$ cat src/rtl/data_bus_controller.sv
// Initiator side of the CPU data bus. It takes one load or store at a time, decodes the
// flash/RAM/IO window and sequences the bus, rejecting bad requests with a fault pulse.
module data_bus_controller #(
  parameter int unsigned FLASH_SIZE = 12288,
  parameter logic [31:0] RAM_BASE   = 32'h0001_0000,
  parameter int unsigned RAM_SIZE   = 4096,
  parameter logic [31:0] IO_BASE    = 32'h0002_0000,
  parameter int unsigned IO_SIZE    = 256
) (
  input  logic        clk,
  input  logic        reset,
  input  logic        req_valid,
  input  logic        req_write,
  input  logic [31:0] req_addr,
  input  logic [1:0]  req_width,
  input  logic        req_signed,
  input  logic [31:0] req_wdata,
  output logic        busy,
  output logic        stall_lw,
  output logic        done,
  output logic [31:0] load_data,
  output logic        fault,
  output logic [31:0] data_bus_addr,
  output logic [1:0]  data_bus_mode,
  output logic [1:0]  data_bus_reqw,
  output logic        data_bus_reqs,
  output logic [31:0] data_bus_wdata,
  output logic        data_bus_select_flash,
  output logic        data_bus_select_ram,
  output logic        data_bus_select_io,
  input  logic [31:0] data_bus_data
);

  localparam logic [31:0] FLASH_END = 32'(FLASH_SIZE);
  localparam logic [31:0] RAM_END   = RAM_BASE + 32'(RAM_SIZE);
  localparam logic [31:0] IO_END    = IO_BASE + 32'(IO_SIZE);

  typedef enum logic [1:0] {S_IDLE, S_LOAD_ADDR, S_LOAD_DATA, S_STORE} state_t;

  state_t      r_state, w_next;
  logic        r_done, r_fault, w_done_nxt, w_fault_nxt;
  logic [31:0] r_addr, r_wdata, r_load_data;
  logic [1:0]  r_reqw;
  logic        r_reqs;
  logic        w_req_flash, w_req_ram, w_req_io, w_req_bad;
  logic        w_lat_flash, w_lat_ram, w_lat_io;

  // Flash sits at 0, so only its upper bound needs checking.
  assign w_req_flash = req_addr < FLASH_END;
  assign w_req_ram   = (req_addr >= RAM_BASE) && (req_addr < RAM_END);
  assign w_req_io    = (req_addr >= IO_BASE) && (req_addr < IO_END);
  assign w_lat_flash = r_addr < FLASH_END;
  assign w_lat_ram   = (r_addr >= RAM_BASE) && (r_addr < RAM_END);
  assign w_lat_io    = (r_addr >= IO_BASE) && (r_addr < IO_END);

  assign w_req_bad = (req_width == 2'b11)
                   || ((req_width == 2'b00) && (req_addr[1:0] != 2'b00))
                   || ((req_width == 2'b01) && (req_addr[1:0] == 2'b11))
                   || !(w_req_flash || w_req_ram || w_req_io)
                   || (req_write && w_req_flash);

  always_ff @(posedge clk) begin
    if (reset) begin
      r_state     <= S_IDLE;
      r_done      <= 1'b0;
      r_fault     <= 1'b0;
      r_addr      <= '0;
      r_wdata     <= '0;
      r_reqw      <= '0;
      r_reqs      <= 1'b0;
      r_load_data <= '0;
    end else begin
      r_state <= w_next;
      r_done  <= w_done_nxt;
      r_fault <= w_fault_nxt;
      if (r_state == S_IDLE && req_valid) begin
        r_addr  <= req_addr;
        r_wdata <= req_wdata;
        r_reqw  <= req_width;
        r_reqs  <= req_signed;
      end
      if (r_state == S_LOAD_DATA) r_load_data <= data_bus_data;
    end
  end

  always_comb begin
    w_next        = r_state;
    w_done_nxt    = 1'b0;
    w_fault_nxt   = 1'b0;
    data_bus_mode = 2'b00;
    case (r_state)
      S_IDLE: if (req_valid) begin
        if (w_req_bad) w_fault_nxt = 1'b1;
        else           w_next = req_write ? S_STORE : S_LOAD_ADDR;
      end
      S_LOAD_ADDR: begin
        data_bus_mode = 2'b01;
        w_next        = S_LOAD_DATA;
      end
      S_LOAD_DATA: begin
        data_bus_mode = 2'b01;
        w_next        = S_IDLE;
        w_done_nxt    = 1'b1;
      end
      S_STORE: begin
        data_bus_mode = 2'b10;
        w_next        = S_IDLE;
        w_done_nxt    = 1'b1;
      end
      default: w_next = S_IDLE;
    endcase
  end

  assign busy     = (r_state != S_IDLE);
  assign stall_lw = (r_state == S_LOAD_ADDR);
  assign done     = r_done;
  assign fault    = r_fault;
  assign load_data      = r_load_data;
  assign data_bus_addr  = r_addr;
  assign data_bus_reqw  = r_reqw;
  assign data_bus_reqs  = r_reqs;
  assign data_bus_wdata = r_wdata;
  // Windows are disjoint, so at most one select can rise.
  assign data_bus_select_flash = busy && w_lat_flash;
  assign data_bus_select_ram   = busy && w_lat_ram;
  assign data_bus_select_io    = busy && w_lat_io;

endmodule

$ cat config.mk
export PLATFORM = sky130hd
export DESIGN_NAME = data_bus_controller
export DESIGN_NICKNAME = d
export VERILOG_FILES = /design/src/rtl/data_bus_controller.sv
export SDC_FILE = /design/constraint.sdc
export NUM_CORES = 1
export LEC_CHECK = 0
export CAP_MARGIN = 10
export CORE_UTILIZATION = 39
export DETAILED_ROUTE_END_ITERATION = 10
export PLACE_DENSITY = 0.82
export SYNTH_ARGS = -nofsm -noshare
export SYNTH_HDL_FRONTEND = slang
export SYNTH_SLANG_ARGS = --single-unit
$ cat constraint.sdc
create_clock -name clk -period 2.3 [get_ports clk]
set_input_delay 0.46 -clock clk [delete_from_list [all_inputs] [get_ports clk]]
set_output_delay 0.46 -clock clk [all_outputs]
set_load 0.02 [all_outputs]
== Yosys cells after proc, flatten, opt, wreduce, memory -nomap -nowiden ==
Cells that the tools add are included.
Storage, ports and cells
  register bits after elaboration: 103
  bits of input ports: 103
  output and inout bits: 108
  logic and storage cells: 61
Operators by class
  magnitude comparators: 10
  equality and inequality tests: 8
  muxes and demuxes: 7
  bitwise operators: 2
  reductions and logical operators: 26
Operators by type and width (number)
  32-bit by 17-bit greater-or-equal comparator with 1-bit output (second input constant): 2
  32-bit by 18-bit greater-or-equal comparator with 1-bit output (second input constant): 2
  32-bit by 14-bit < comparator with 1-bit output (second input constant): 2
  32-bit by 17-bit < comparator with 1-bit output (second input constant): 2
  32-bit by 18-bit < comparator with 1-bit output (second input constant): 2
  1-bit logical AND: 11
  2-bit equality test (second input constant): 4
  1-bit logical OR: 6
  2-bit 2-to-1 mux: 3
  2-bit case mux with 3 select lines: 1
  2-bit by 1-bit equality test with 1-bit output (second input constant): 2
  2-bit logical NOT: 2
  2-bit inequality test (second input constant): 2
  2-bit case mux with 2 select lines: 1
  2-bit nonzero test: 2
  2-bit OR reduction: 2
  3-bit OR reduction: 1
  1-bit 2-to-1 mux: 2
  1-bit NOT: 2
  2-bit AND reduction: 1
  1-bit logical NOT: 1

== Depth between registers and ports, before layout ==
  word-level depth: 10
  mapped depth: 8
  mapped depth without buffers: 6

== Worst setup path after synthesis ==
No wires, ideal clock.
  kind: register -> output
  start: register r_state[0]
  end: output port data_bus_select_io
  arrival time: 1.799 ns
  required time: 1.840 ns
  path slack: 0.041 ns
  stages on the path, launching flop included: 7
  buffers on the path: 0
  cell sequence: dfxtp_1 > inv_1 > ha_1 > nor4_1 > nand4_1 > nor2_1 > nor4bb_1
Between the ends
  word-level cells in the longest chain between the ends: 2
RTL lines
  from (decl): RTL line 40  | state_t r_state, w_next;
  from (signal assigned): RTL line 73  | r_state <= w_next;
  2-bit nonzero test: RTL line 114  | assign busy = (r_state != S_IDLE);
  1-bit logical AND: RTL line 126  | assign data_bus_select_io = busy && w_lat_io;
  to (decl): RTL line 30  | output logic data_bus_select_io,
No other way between the ends.

== Final worst setup path ==
  start: register r_state[1]
  end: output port data_bus_select_io
Same word-level chain as after synthesis.

==> results.toml <==
[outcome]
status = "finished, violations left"
violations = "negative setup slack"

[worst_setup_path]
cp.arrival_ps = 1960
slowest_delay_ps = 350
cp-endpoint = "data_bus_select_io"
critPathCaptureType = "primary output"
r2r_slack_ps = 620
crit_chain = "inv_2 -> ha_4 -> nor4_4 -> nand4_1 -> nor2_1 -> nor4bb_1 -> buf_2"
r2r_start = "r_state[0]"
crit_fanout = 2
cp_slowest_cell = "dfxtp_2"
crit_type = "flip-flop to primary output"
worstSetupStartpointType = "flip-flop"
reg2reg_to = "load_data[9]"
critical_path_required_ps = 1840
critPathLaunch = "r_state[1]"
rr_worst_depth = 7

[yosys]
synthCells = 456
yosysUniqueCellTypes = 28
synthesis.area_um2 = 3840
synth.yosys.warnings = 0
synth_edf_count = 0
synth_flop_cell = "dfxtp_1"
ys_ff_latch = 103
avgSynthCellArea_um2 = 8.42
ys_seq_area_share_pct = 53.7
syn_nets = 564
async_flop_share_pct = 0

[floorplanning]
dieArea_um2 = 10200
start_util_pct = 41.0
row_count = 35
die_w_um = 101
die_height_um = 101
coreArea_um2 = 9370
io_pins = 211

[placed_design]
place_ws_ps = -231
numPortBuffers = 210
dp_cells = 797
dp_hpwl_um = 9010
place_congestion = 0.839

[detailed_routing]
avgViaCountPerCell = 4.82
vias = 3942
drc = 0
dr.pass1.iters = 5
wl_per_cell_um = 15.0
ant_nets = 0
routed_wl_um = 12200
drtIter0Drc = 141

[timing]
min_period_ps = 2420
slew_headroom_pct = 63.0
hold_viol_final = 0
max_freq_mhz = 414
rsz0062_at_grt = "true"
hold_ws_ps = 459
period_share_pct = 105
worst_slack_ps = -116
fin_skew_ps = 13.6
drv_slew = 0
final-setup-viol-count = 2
worst_pin_slew_ps = 554

[clocking]
clk_latency_ps = 360
root_buffer = "clkbuf_8"
tritoncts = "yes"
cts-buffers-inserted = 9
cts.sinks = 103
htree_num_levels = 3
cts_buffer_depth = 2
hold_buffers = 0
path_clk_slew_ps = 90

[cells_and_area]
fillers = 802
diodes = 0
drive_gt1_share_pct = 9.59
nets = 791
areaGrowthSynthToFinish_pct = 69.9
finalNonFillerCells = 817

[flow_run]
cap_violations = 0

[grt]
grt_usage_pct = 22.9
grt_pass1_vias = 3791
grt_pass1_wl_um = 18300
grt_max_degree = 58
antenna_found_initial = 0
grt_overflow = 0

[worst_hold_path]
hold_path.class = "flip-flop to flip-flop"

[pwr]
leakage_nw = 2.49
power.density_nw_per_um2 = 872
peakVddDrop_mv = 0.489
==> cell families after synthesis <==
group	Yosys count	synth area share [%]
AOI/OAI and AO/OA	73	9.91
adders and majority gates	6	1.89
buffers and inverters	34	3.32
DFF	103	53.7
muxes	35	9.26
and+or+nand+nor	205	21.9
==> power breakdown <==
group          internal (mW)  switching, mW
logic                   1.12           1.22
registers               2.03          0.140
clock network          0.546          0.627
==> layout make-up <==
class	instances	area [um2]	share of cell area [%]
clock inverter	5	66.3	1.02
clock buffer	11	141	2.17
inverter	4	15.0	0.230
timing repair buffer	246	2370	36.4
multi-input combinational	319	1700	26.0
tap	129	161	2.48
sequential	103	2060	31.7
==> how the worst min path moves through the flow <==
stage | startpoint | end | slack [ps] | depth (start not counted)
after floorplan | r_state[0] | r_state[0] | 490 | 2
after global placement | data_bus_wdata[14] | data_bus_wdata[14] | 440 | 2
after detailed placement | data_bus_wdata[19] | data_bus_wdata[19] | 450 | 2
after CTS | data_bus_addr[3] | data_bus_addr[3] | 460 | 2
after global routing | data_bus_addr[0] | data_bus_addr[0] | 480 | 2
final | data_bus_addr[3] | data_bus_addr[3] | 460 | 2
==> cell usage in the layout (no fill, tap or decap), drive strengths merged, types with 2 or more instances in the layout <==
master         count
clkdlybuf4s50    205
nand2            138
dfxtp            103
a21oi             67
nor2              41
buf               40
mux2i             34
clkbuf            11
nor3               6
nor4               6
ha                 5
inv                5
or4                3
and3               2
nand2b             2
clkinv             2
nor4b              2
==> cells in the mapped netlist (all sizes together) (3+ instances only) <==
| cell | number | area, um2 |
|---|---|---|
| nand2 | 138 | 518 |
| dfxtp | 103 | 2060 |
| a21oi | 67 | 335 |
| nor2 | 41 | 154 |
| mux2i | 34 | 340 |
| clkbuf | 28 | 105 |
| nor3 | 6 | 30.0 |
| nor4 | 6 | 37.5 |
| ha | 5 | 62.6 |
| inv | 4 | 15.0 |
| or4 | 3 | 22.5 |
==> per-layer routing <==
| layer | up-vias | GRT usage [%] | share of wire [%] |
|---|---|---|---|
| met4 | 0 | 8.14 | 2.0 |
| li1 | 1960 | - | - |
| met3 | 19 | 5.66 | 6.7 |
| met5 | - | 0 | 0 |
| met1 | 1820 | 25.3 | 40 |
| met2 | 143 | 42.5 | 52 |
==> repair_timing <==
action	CTS	global route
hold endpoints to repair	0	0
gates resized for setup	15	12
pin swaps	3	4
buffers inserted	0	4
endpoints found under the setup margin	3	4
==> critical path: cells and delay by family, from the launching register on <==
kind / cells / cell delay (ps)
adders and majority gates: 1 / 160
buffers and inverters: 2 / 260
DFF: 1 / 350
and+or+nand+nor: 4 / 830
==> metrics by stage <==
stage                     setup TNS, ps  power [mW]  util (%)  cell area [um2]
final                              -211        5.69      69.6             6520
after floorplan                       0        3.37         -             3840
after global placement             -715        4.39      66.6             6250
after CTS                         -75.9        5.64      68.8             6440
after detailed placement           -829        4.46      66.6             6250
after global routing               -456        5.99      69.6             6520
==> state kept, by name, summed over array words and instances (netlist names) <==
signal and count:
data_bus_addr 32, data_bus_wdata 32, load_data 32, data_bus_reqw 2
r_state 2, data_bus_reqs 1, done 1, fault 1
(Power assumes the default switching activity.)
